**config.mk**
```make
export PLATFORM = sky130hd
export DESIGN_NAME = pipe_hazard_ctrl_flat
export DESIGN_NICKNAME = d
export VERILOG_FILES = /design/src/rtl/pipe_hazard_ctrl_if.sv /design/src/rtl/pipe_hazard_ctrl.sv /design/src/flat_wrapper.sv
export SDC_FILE = /design/constraint.sdc
export NUM_CORES = 1
export LEC_CHECK = 0
export BUFFER_PORTS_ARGS = -buffer_cell sky130_fd_sc_hd__buf_2
export CORE_ASPECT_RATIO = 1.4
export CORE_MARGIN = 3
export CORE_UTILIZATION = 35
export DETAILED_ROUTE_END_ITERATION = 10
export GPL_TIMING_DRIVEN = 0
export PLACE_DENSITY_LB_ADDON = 0.2
export RECOVER_POWER = 50
export SYNTH_ARGS = -nofsm -noshare
export SYNTH_HDL_FRONTEND = slang
export SYNTH_SLANG_ARGS = --single-unit
export TNS_END_PERCENT = 1
```
**constraint.sdc**
```tcl
create_clock -name clk -period 5.61 [get_ports clk]
set_input_delay 0.2805 -clock clk [delete_from_list [all_inputs] [get_ports clk]]
set_output_delay 0.2805 -clock clk [all_outputs]
set_load 0.005 [all_outputs]
```
**src/rtl/pipe_hazard_ctrl_if.sv**
```systemverilog
// Handshake bundle between the decode/EX stages and the pipeline sequencing controller.
// The master side drives the stage information; the slave side (the controller) returns the stall/flush controls.
interface pipe_hazard_ctrl_if #(
    parameter int MC_W   = 6,
    parameter int PERF_W = 16
);
    logic              id_reg1_read_i;
    logic [4:0]        id_reg1_addr_i;
    logic              id_reg2_read_i;
    logic [4:0]        id_reg2_addr_i;
    logic              ex_is_load_i;
    logic [4:0]        ex_wd_i;
    logic              ex_mc_start_i;
    logic [MC_W-1:0]   ex_mc_cycles_i;
    logic              flush_req_i;
    logic [31:0]       flush_pc_i;
    logic [5:0]        stall_o;
    logic              flush_o;
    logic [31:0]       new_pc_o;
    logic              busy_o;
    logic [PERF_W-1:0] stall_cnt_o;

    modport master (
        output id_reg1_read_i, id_reg1_addr_i, id_reg2_read_i, id_reg2_addr_i,
        output ex_is_load_i, ex_wd_i, ex_mc_start_i, ex_mc_cycles_i,
        output flush_req_i, flush_pc_i,
        input  stall_o, flush_o, new_pc_o, busy_o, stall_cnt_o
    );

    modport slave (
        input  id_reg1_read_i, id_reg1_addr_i, id_reg2_read_i, id_reg2_addr_i,
        input  ex_is_load_i, ex_wd_i, ex_mc_start_i, ex_mc_cycles_i,
        input  flush_req_i, flush_pc_i,
        output stall_o, flush_o, new_pc_o, busy_o, stall_cnt_o
    );
endinterface

```
**src/rtl/pipe_hazard_ctrl.sv**
```systemverilog
// Pipeline sequencing controller: load-use bubbles, multi-cycle EX stalls and exception flushes,
// plus a saturating stall-cycle counter for performance debug.
//
// state      | meaning
// -----------+------------------------------------------------------------
// ST_RUN     | normal issue; load-use and multi-cycle start are evaluated
// ST_MC_BUSY | multi-cycle EX op in flight; r_cnt cycles left to release
// ST_FLUSH   | one bubble cycle after a flush; hazards and MC start ignored
module pipe_hazard_ctrl #(
    parameter int MC_W   = 6,
    parameter int PERF_W = 16
) (
    input  logic                clk,
    input  logic                rst,
    pipe_hazard_ctrl_if.slave   bus
);

    localparam logic [1:0] ST_RUN     = 2'd0;
    localparam logic [1:0] ST_MC_BUSY = 2'd1;
    localparam logic [1:0] ST_FLUSH   = 2'd2;

    localparam logic [5:0] STALL_MC   = 6'b001111;
    localparam logic [5:0] STALL_LOAD = 6'b000111;

    logic [1:0]        r_state;
    logic [MC_W-1:0]   r_cnt;
    logic [PERF_W-1:0] r_stall_cnt;

    logic [1:0]        w_state_nxt;
    logic [MC_W-1:0]   w_cnt_nxt;
    logic [5:0]        w_stall;
    logic              w_flush;
    logic [31:0]       w_new_pc;
    logic              w_hazard;

    always_comb begin
        w_hazard = bus.ex_is_load_i && (bus.ex_wd_i != 5'd0) &&
                   ((bus.id_reg1_read_i && (bus.id_reg1_addr_i == bus.ex_wd_i)) ||
                    (bus.id_reg2_read_i && (bus.id_reg2_addr_i == bus.ex_wd_i)));
    end

    always_comb begin
        w_state_nxt = r_state;
        w_cnt_nxt   = r_cnt;
        w_stall     = 6'd0;
        w_flush     = 1'b0;
        w_new_pc    = 32'd0;
        if (rst) begin
            w_state_nxt = ST_RUN;
            w_cnt_nxt   = '0;
        end else if (bus.flush_req_i) begin
            // A flush aborts whatever is in flight, including an MC countdown.
            w_flush     = 1'b1;
            w_new_pc    = bus.flush_pc_i;
            w_cnt_nxt   = '0;
            w_state_nxt = ST_FLUSH;
        end else begin
            case (r_state)
                ST_RUN: begin
                    if (bus.ex_mc_start_i) begin
                        if (bus.ex_mc_cycles_i >= MC_W'(2)) begin
                            w_stall     = STALL_MC;
                            w_cnt_nxt   = bus.ex_mc_cycles_i - MC_W'(1);
                            w_state_nxt = ST_MC_BUSY;
                        end
                    end else if (w_hazard) begin
                        w_stall = STALL_LOAD;
                    end
                end
                ST_MC_BUSY: begin
                    if (r_cnt > MC_W'(1)) begin
                        w_stall   = STALL_MC;
                        w_cnt_nxt = r_cnt - MC_W'(1);
                    end else begin
                        w_cnt_nxt   = '0;
                        w_state_nxt = ST_RUN;
                    end
                end
                ST_FLUSH: begin
                    w_state_nxt = ST_RUN;
                end
                default: begin
                    w_cnt_nxt   = '0;
                    w_state_nxt = ST_RUN;
                end
            endcase
        end
    end

    always_ff @(posedge clk) begin
        if (rst) begin
            r_state     <= ST_RUN;
            r_cnt       <= '0;
            r_stall_cnt <= '0;
        end else begin
            r_state <= w_state_nxt;
            r_cnt   <= w_cnt_nxt;
            if ((w_stall != 6'd0) && !(&r_stall_cnt)) begin
                r_stall_cnt <= r_stall_cnt + PERF_W'(1);
            end
        end
    end

    assign bus.stall_o     = w_stall;
    assign bus.flush_o     = w_flush;
    assign bus.new_pc_o    = w_new_pc;
    assign bus.busy_o      = !rst && (r_state != ST_RUN);
    assign bus.stall_cnt_o = r_stall_cnt;

endmodule
```
**src/flat_wrapper.sv**
```systemverilog
// flat-port wrapper written by rule: the top's interface ports become plain ports
module pipe_hazard_ctrl_flat 
#(
    parameter int MC_W   = 6,
    parameter int PERF_W = 16
)
  (clk, rst, bus_id_reg1_read_i, bus_id_reg1_addr_i, bus_id_reg2_read_i, bus_id_reg2_addr_i, bus_ex_is_load_i, bus_ex_wd_i, bus_ex_mc_start_i, bus_ex_mc_cycles_i, bus_flush_req_i, bus_flush_pc_i, bus_stall_o, bus_flush_o, bus_new_pc_o, bus_busy_o, bus_stall_cnt_o);
  pipe_hazard_ctrl_if #(.MC_W(MC_W), .PERF_W(PERF_W)) bus_i ();
  input  logic clk;
  input  logic rst;
  input wire logic [$bits(bus_i.id_reg1_read_i)-1:0] bus_id_reg1_read_i;
  input wire logic [$bits(bus_i.id_reg1_addr_i)-1:0] bus_id_reg1_addr_i;
  input wire logic [$bits(bus_i.id_reg2_read_i)-1:0] bus_id_reg2_read_i;
  input wire logic [$bits(bus_i.id_reg2_addr_i)-1:0] bus_id_reg2_addr_i;
  input wire logic [$bits(bus_i.ex_is_load_i)-1:0] bus_ex_is_load_i;
  input wire logic [$bits(bus_i.ex_wd_i)-1:0] bus_ex_wd_i;
  input wire logic [$bits(bus_i.ex_mc_start_i)-1:0] bus_ex_mc_start_i;
  input wire logic [$bits(bus_i.ex_mc_cycles_i)-1:0] bus_ex_mc_cycles_i;
  input wire logic [$bits(bus_i.flush_req_i)-1:0] bus_flush_req_i;
  input wire logic [$bits(bus_i.flush_pc_i)-1:0] bus_flush_pc_i;
  output wire logic [$bits(bus_i.stall_o)-1:0] bus_stall_o;
  output wire logic [$bits(bus_i.flush_o)-1:0] bus_flush_o;
  output wire logic [$bits(bus_i.new_pc_o)-1:0] bus_new_pc_o;
  output wire logic [$bits(bus_i.busy_o)-1:0] bus_busy_o;
  output wire logic [$bits(bus_i.stall_cnt_o)-1:0] bus_stall_cnt_o;
  assign bus_i.id_reg1_read_i = bus_id_reg1_read_i;
  assign bus_i.id_reg1_addr_i = bus_id_reg1_addr_i;
  assign bus_i.id_reg2_read_i = bus_id_reg2_read_i;
  assign bus_i.id_reg2_addr_i = bus_id_reg2_addr_i;
  assign bus_i.ex_is_load_i = bus_ex_is_load_i;
  assign bus_i.ex_wd_i = bus_ex_wd_i;
  assign bus_i.ex_mc_start_i = bus_ex_mc_start_i;
  assign bus_i.ex_mc_cycles_i = bus_ex_mc_cycles_i;
  assign bus_i.flush_req_i = bus_flush_req_i;
  assign bus_i.flush_pc_i = bus_flush_pc_i;
  assign bus_stall_o = bus_i.stall_o;
  assign bus_flush_o = bus_i.flush_o;
  assign bus_new_pc_o = bus_i.new_pc_o;
  assign bus_busy_o = bus_i.busy_o;
  assign bus_stall_cnt_o = bus_i.stall_cnt_o;
  pipe_hazard_ctrl #(.MC_W(MC_W), .PERF_W(PERF_W)) u_core (.clk(clk), .rst(rst), .bus(bus_i));
endmodule
```
==> metrics.csv, run 1 <==
metric,value,unit
gp_congestion,0.851,
num_antenna_cells,0,
final_util,50.2,%
fin_nets,418,
crit_fanout,10,
vias,2043,
synth_edf_count,0,
end_kind,flop,
hold_viol,0,
grt_max_degree,13,
ctsHoldBuffers,0,
drive_gt1_share,31.6,%
grt_overflow,0,
grtUsageTotal,18.3,%
antenna_left,0,
worstSetupPathType,reg -> reg,
synth_warnings,0,
syn-instance-count,234,
hold_class,in -> reg,
max_freq,432,MHz
die_h,90.9,µm
max_slew.worst_pin.slew,0.627,ns
final_cells,415,
post_cts_resized,0,
rsz0062_at_grt,false,
path_clk_slew,0.08,ns
fp.dieArea,6060,µm²
p_leak,1.10,nW
chipWidth,66.6,µm
first_global_vias,1969,
ios,116,
first_pass_iters,4,
synthArstFlopShare,0,%
finClkSkew,0.00261,ns
worstSetupStartpointType,flop,
cts_tree,yes,
initial_core_util,36.6,%
setup_tns,0,ns
syn-cell-area,1800,µm²
cap_viol_max_count,0,
finalWirelength,5.55,mm
finalCritPeriodShare,41.3,%
post_cts_buffers,0,
power.density,151,nW/µm²
wl_per_cell,13.4,µm
status,completed,
h-tree-depth,1,
clock_path_buffers,2,
area_growth,37.0,%
synth-main-ff-cell,dfxtp_1,
vdd_drop_max,0.0920,mV
yosysUniqueCellTypes,47,
viasPerCell,4.92,
io_buffer_count,113,
final.min_clock_period,2.32,ns
ys_seq_area_share,26.7,%
drc,0,
dp_worst_setup_slack,3.25,ns
fin_hold_ws,0.291,ns
clock_latency,0.26,ns
cts_buffers,3,
grt_first_pass_wirelength,9.09,mm
hpwl,4.64,mm
avgSynthCellArea,7.70,µm²
timing.final.ws_setup,3.29,ns
dp.cells,412,
slew_headroom,57.9,%
arrival,2.45,ns
worst-endpoint-required,5.75,ns
rows,30,
first_iter_violations,79,
cts_root_buf,clkbuf_8,
core_area,4920,µm²
maxSlewViolCount,0,
clock-sinks,24,
setup_violations,0,
antenna_found_initial,0,
ys_ff_latch,24,
==> sequential cells by signal (all words and copies together), names as in the netlist <==
name,flops
u_core.bus.stall_cnt_o,16
u_core.r_state,2
u_core.r_cnt,6
==> final cells by class <==
cell class                 instances  area (µm²)
timing repair buffer             113         542
multi-input combinational        186        1190
inverter                          10        37.5
sequential                        24         480
fill                             520        2450
clock buffer                       3        41.3
buffer                            15        98.8
tap                               64        80.1
==> metal layers <==
| layer | vias to the layer above | track usage (%) | wire length [µm] |
|---|---|---|---|
| met1 | 915 | 22.8 | 2330 |
| met2 | 61 | 32.7 | 2890 |
| met3 | 6 | 2.62 | 271 |
| met5 | - | 0 | 0 |
| met4 | 0 | 3.39 | 49 |
| li1 | 1061 | - | - |
==> report_power, final <==
part           internal [mW]  switching, mW  total, mW
sequential             0.173        0.00324      0.176
combinational         0.0496         0.0476     0.0972
clock                 0.0479         0.0523      0.100
total                  0.270          0.103      0.374
==> cells by family (layout without fill, tap and decap cells) <==
family | Yosys count | after routing | share of synthesized area, %
DFF | 24 | 24 | 26.7
and+or+nand+nor | 110 | 110 | 34.9
buffers and inverters | 25 | 141 | 7.57
xor gates and xnor gates | 17 | 17 | 8.26
adders and majority gates | 5 | 5 | 3.47
other | 1 | 2 | 0.208
AOI/OAI and AO/OA | 50 | 50 | 17.8
muxes | 2 | 2 | 1.18
==> synthesized netlist by cell type, types with 4 or more instances <==
master	instances	share of area [%]
ha_1	5	3.5
clkbuf_1	5	1.0
or4_1	9	3.7
inv_1	10	2.1
and2_1	32	11
nand3_1	5	1.4
o31ai_1	9	3.7
buf_4	5	2.1
xnor2_1	14	6.8
nor2b_1	5	1.7
nor3_1	4	1.1
nand2_1	10	2.1
nor2_1	20	4.2
a21oi_1	14	3.9
dfxtp_1	24	27
nand4_1	6	2.1
nor4_1	4	1.4
o21ai_0	7	1.9
==> critical path: stages, from the launching register on <==
cell	delay, ns
dfxtp_1	0.44
nand4_1	0.27
nor4_1	0.57
nor2_1	0.12
a21oi_2	0.20
buf_4	0.20
buf_6	0.16
mux2i_1	0.18
nor2_1	0.05
==> stage by stage <==
stage	power, mW	cell area (µm²)
finish	0.374	2470
global route	0.394	2470
CTS	0.377	2490
detailed placement	0.279	2450
global placement	0.277	2450
floorplan	0.233	1810
==> final timing paths <==
| check | from | to | slack, ns | cells after the start |
|---|---|---|---|---|
| worst min-delay path | bus_flush_req_i | u_core.r_state[1]$_SDFFE_PP0P_ | 0.29 | 2 |
| worst min register to register | u_core.r_cnt[3]$_SDFFE_PP0P_ | u_core.r_cnt[3]$_SDFFE_PP0P_ | 0.51 | 2 |
| worst max register to register | u_core.bus.stall_cnt_o[6]$_SDFFE_PP0P_ | u_core.bus.stall_cnt_o[1]$_SDFFE_PP0P_ | 3.29 | 8 |
| worst max-delay path | u_core.bus.stall_cnt_o[6]$_SDFFE_PP0P_ | u_core.bus.stall_cnt_o[1]$_SDFFE_PP0P_ | 3.29 | 8 |
==> layout by cell type (no fill, tap or decap), drive strengths merged, types with 3 or more instances in the layout <==
cell and instances:
nand4 6, and2 32, or4 9, nor3 5, buf 105, inv 10, nand3 5, nand2 10
o31ai 9, a22oi 3, clkbuf 26, nor4 4, xor2 3, dfxtp 24, o21ai 10, xnor2 14
ha 5, nor2b 5, or3 3, nor2 21, or2 3, a21oi 15
No activity file was read; power rests on OpenSTA's default activity.
==> inputs of run 2 (changes only) <==
==> constraint.sdc (replaced) <==
create_clock -name clk -period 2.25 [get_ports clk]
set_input_delay 0.1125 -clock clk [delete_from_list [all_inputs] [get_ports clk]]
set_output_delay 0.1125 -clock clk [all_outputs]
set_load 0.005 [all_outputs]
==> run 2 against run 1 <==
Sequential power is 150% higher. Total power increased by 150%. Count of clock-buffer cells in the layout unchanged. Core utilization is 1.6 points higher. Fmax up 8.6%. First-iteration DRC count grew 19%. Critical path depth grew 1. Flip-flop and latch count is the same. Critical endpoint is now u_core.bus.stall_cnt_o[12]$_SDFFE_PP0P_.
==> metrics.csv, run 2 (synthesis gave the netlist of run 1 again) <==
metric,value,unit
rows,30,
worstSetupStartpointType,flop,
grtUsageTotal,18.4,%
num_antenna_cells,0,
hpwl,4.64,mm
setup_violations,0,
chipWidth,66.6,µm
first_global_vias,1968,
finalCritPeriodShare,94.8,%
vias,2036,
area_growth,41.3,%
maxSlewViolCount,0,
rsz0062_at_grt,true,
clock-sinks,24,
max_slew.worst_pin.slew,0.614,ns
dp_worst_setup_slack,-0.0757,ns
clock_path_buffers,2,
first_pass_iters,5,
dp.cells,412,
path_clk_slew,0.08,ns
finClkSkew,0.00322,ns
slew_headroom,58.8,%
hold_viol,0,
max_stage_delay,0.50,ns
crit_fanout,10,
cts_buffers,3,
antenna_left,0,
status,completed,
timing.final.ws_setup,0.118,ns
crit_path_cell_trace,inv_1 > ha_4 > o21a_1 > a21o_1 > nor3_2 > a21oi_2 > buf_6 > or4b_1 > a21oi_1,
final_util,51.8,%
grt_first_pass_wirelength,9.12,mm
cts_tree,yes,
finalPower,934,µW
slowest_stage,or4b_1,
arrival,2.32,ns
grt_overflow,0,
viasPerCell,4.87,
first_iter_violations,94,
initial_core_util,36.6,%
final_cell_mix,"buf_2, and2_1, dfxtp_1",
cts_root_buf,clkbuf_8,
clock_latency,0.26,ns
cap_viol_max_count,0,
power.density,367,nW/µm²
final.min_clock_period,2.13,ns
gp_congestion,0.851,
vdd_drop_max,0.230,mV
core_area,4920,µm²
end_kind,flop,
hold_class,in -> reg,
p_leak,1.18,nW
drive_gt1_share,37.0,%
hold_depth,2,
grt_max_degree,13,
layout_commonest_cell,buf_2,
fp.dieArea,6060,µm²
die_h,90.9,µm
ios,116,
ctsHoldBuffers,0,
io_buffer_count,113,
worst-endpoint-required,2.44,ns
h-tree-depth,1,
final_cells,418,
reg2regPathDepth,9,
worstSetupPathType,reg -> reg,
fin_nets,421,
max_freq,469,MHz
antenna_found_initial,0,
drc,0,
finalWirelength,5.61,mm
largest_reg_flops,16,
wl_per_cell,13.4,µm
## run 2: changes by cell type in the layout (fill, tap and decap cells not counted), moves of 2 or more
| cell | previous run | this run |
|---|---|---|
| dfxtp_2 | 0 | 2 |
| buf_2 | 94 | 105 |
| nor4_1 | 4 | 2 |
| and2_1 | 26 | 31 |
| buf_4 | 5 | 8 |
| ha_1 | 5 | 3 |
| dfxtp_1 | 24 | 21 |
| and2_0 | 6 | 1 |
| clkbuf_1 | 22 | 13 |
## run 2: layout make-up
class                   count  area, µm²
fillers                   508       2370
multi-input cells         186       1220
repair buffers            116        577
flip-flops and latches     24        487
plain buffers              15       98.8
well taps                  64       80.1
clock buffers               3       41.3
inverters                  10       37.5
## run 2: metal layers
| metal | GRT usage (%) | part of all wire (%) | up-vias |
|---|---|---|---|
| met2 | 33.0 | 53 | 59 |
| met5 | 0 | 0 | - |
| li1 | - | - | 1065 |
| met4 | 3.39 | 0.87 | 0 |
| met3 | 2.62 | 4.9 | 6 |
| met1 | 22.8 | 41 | 906 |
## run 2: final timing paths
check	startpoint	end	slack, ns
setup / recovery	u_core.r_cnt[0]$_SDFFE_PP0P_	u_core.bus.stall_cnt_o[12]$_SDFFE_PP0P_	0.12
hold / removal	bus_flush_req_i	u_core.r_state[1]$_SDFFE_PP0P_	0.15
setup reg to reg	u_core.r_cnt[0]$_SDFFE_PP0P_	u_core.bus.stall_cnt_o[12]$_SDFFE_PP0P_	0.12
hold reg to reg	u_core.r_cnt[3]$_SDFFE_PP0P_	u_core.r_cnt[3]$_SDFFE_PP0P_	0.51
## run 2: per-stage QoR
step                      instance area, µm²  hold WS (ns)  setup TNS, ns
after floorplan                         1810         0.241              0
after global placement                  2450         0.387         -0.101
after detailed placement                2450         0.394         -0.133
after CTS                               2500         0.123              0
after global routing                    2550         0.172        -0.0590
final                                   2550         0.154              0
## run 2: what timing repair did
action,in CTS,in global routing
pin swaps,0,5
endpoints found under the setup margin,6,13
gates resized for setup,2,8
gates cloned,0,0
setup buffers,0,3
## run 2: where the power goes
group / total, mW / switching (mW) / internal, mW
Sequential: 0.439 / 0.00809 / 0.431
Clock: 0.247 / 0.128 / 0.119
Combinational: 0.248 / 0.119 / 0.129
Total: 0.934 / 0.255 / 0.679
## run 2: worst max-delay path: cells and delay by family, from the launching register on
| kind | cells | cell delay [ns] |
|---|---|---|
| AOI/OAI and AO/OA | 4 | 0.57 |
| and+or+nand+nor | 2 | 0.70 |
| DFF | 1 | 0.37 |
| buffers and inverters | 2 | 0.24 |
| adders and majority gates | 1 | 0.18 |
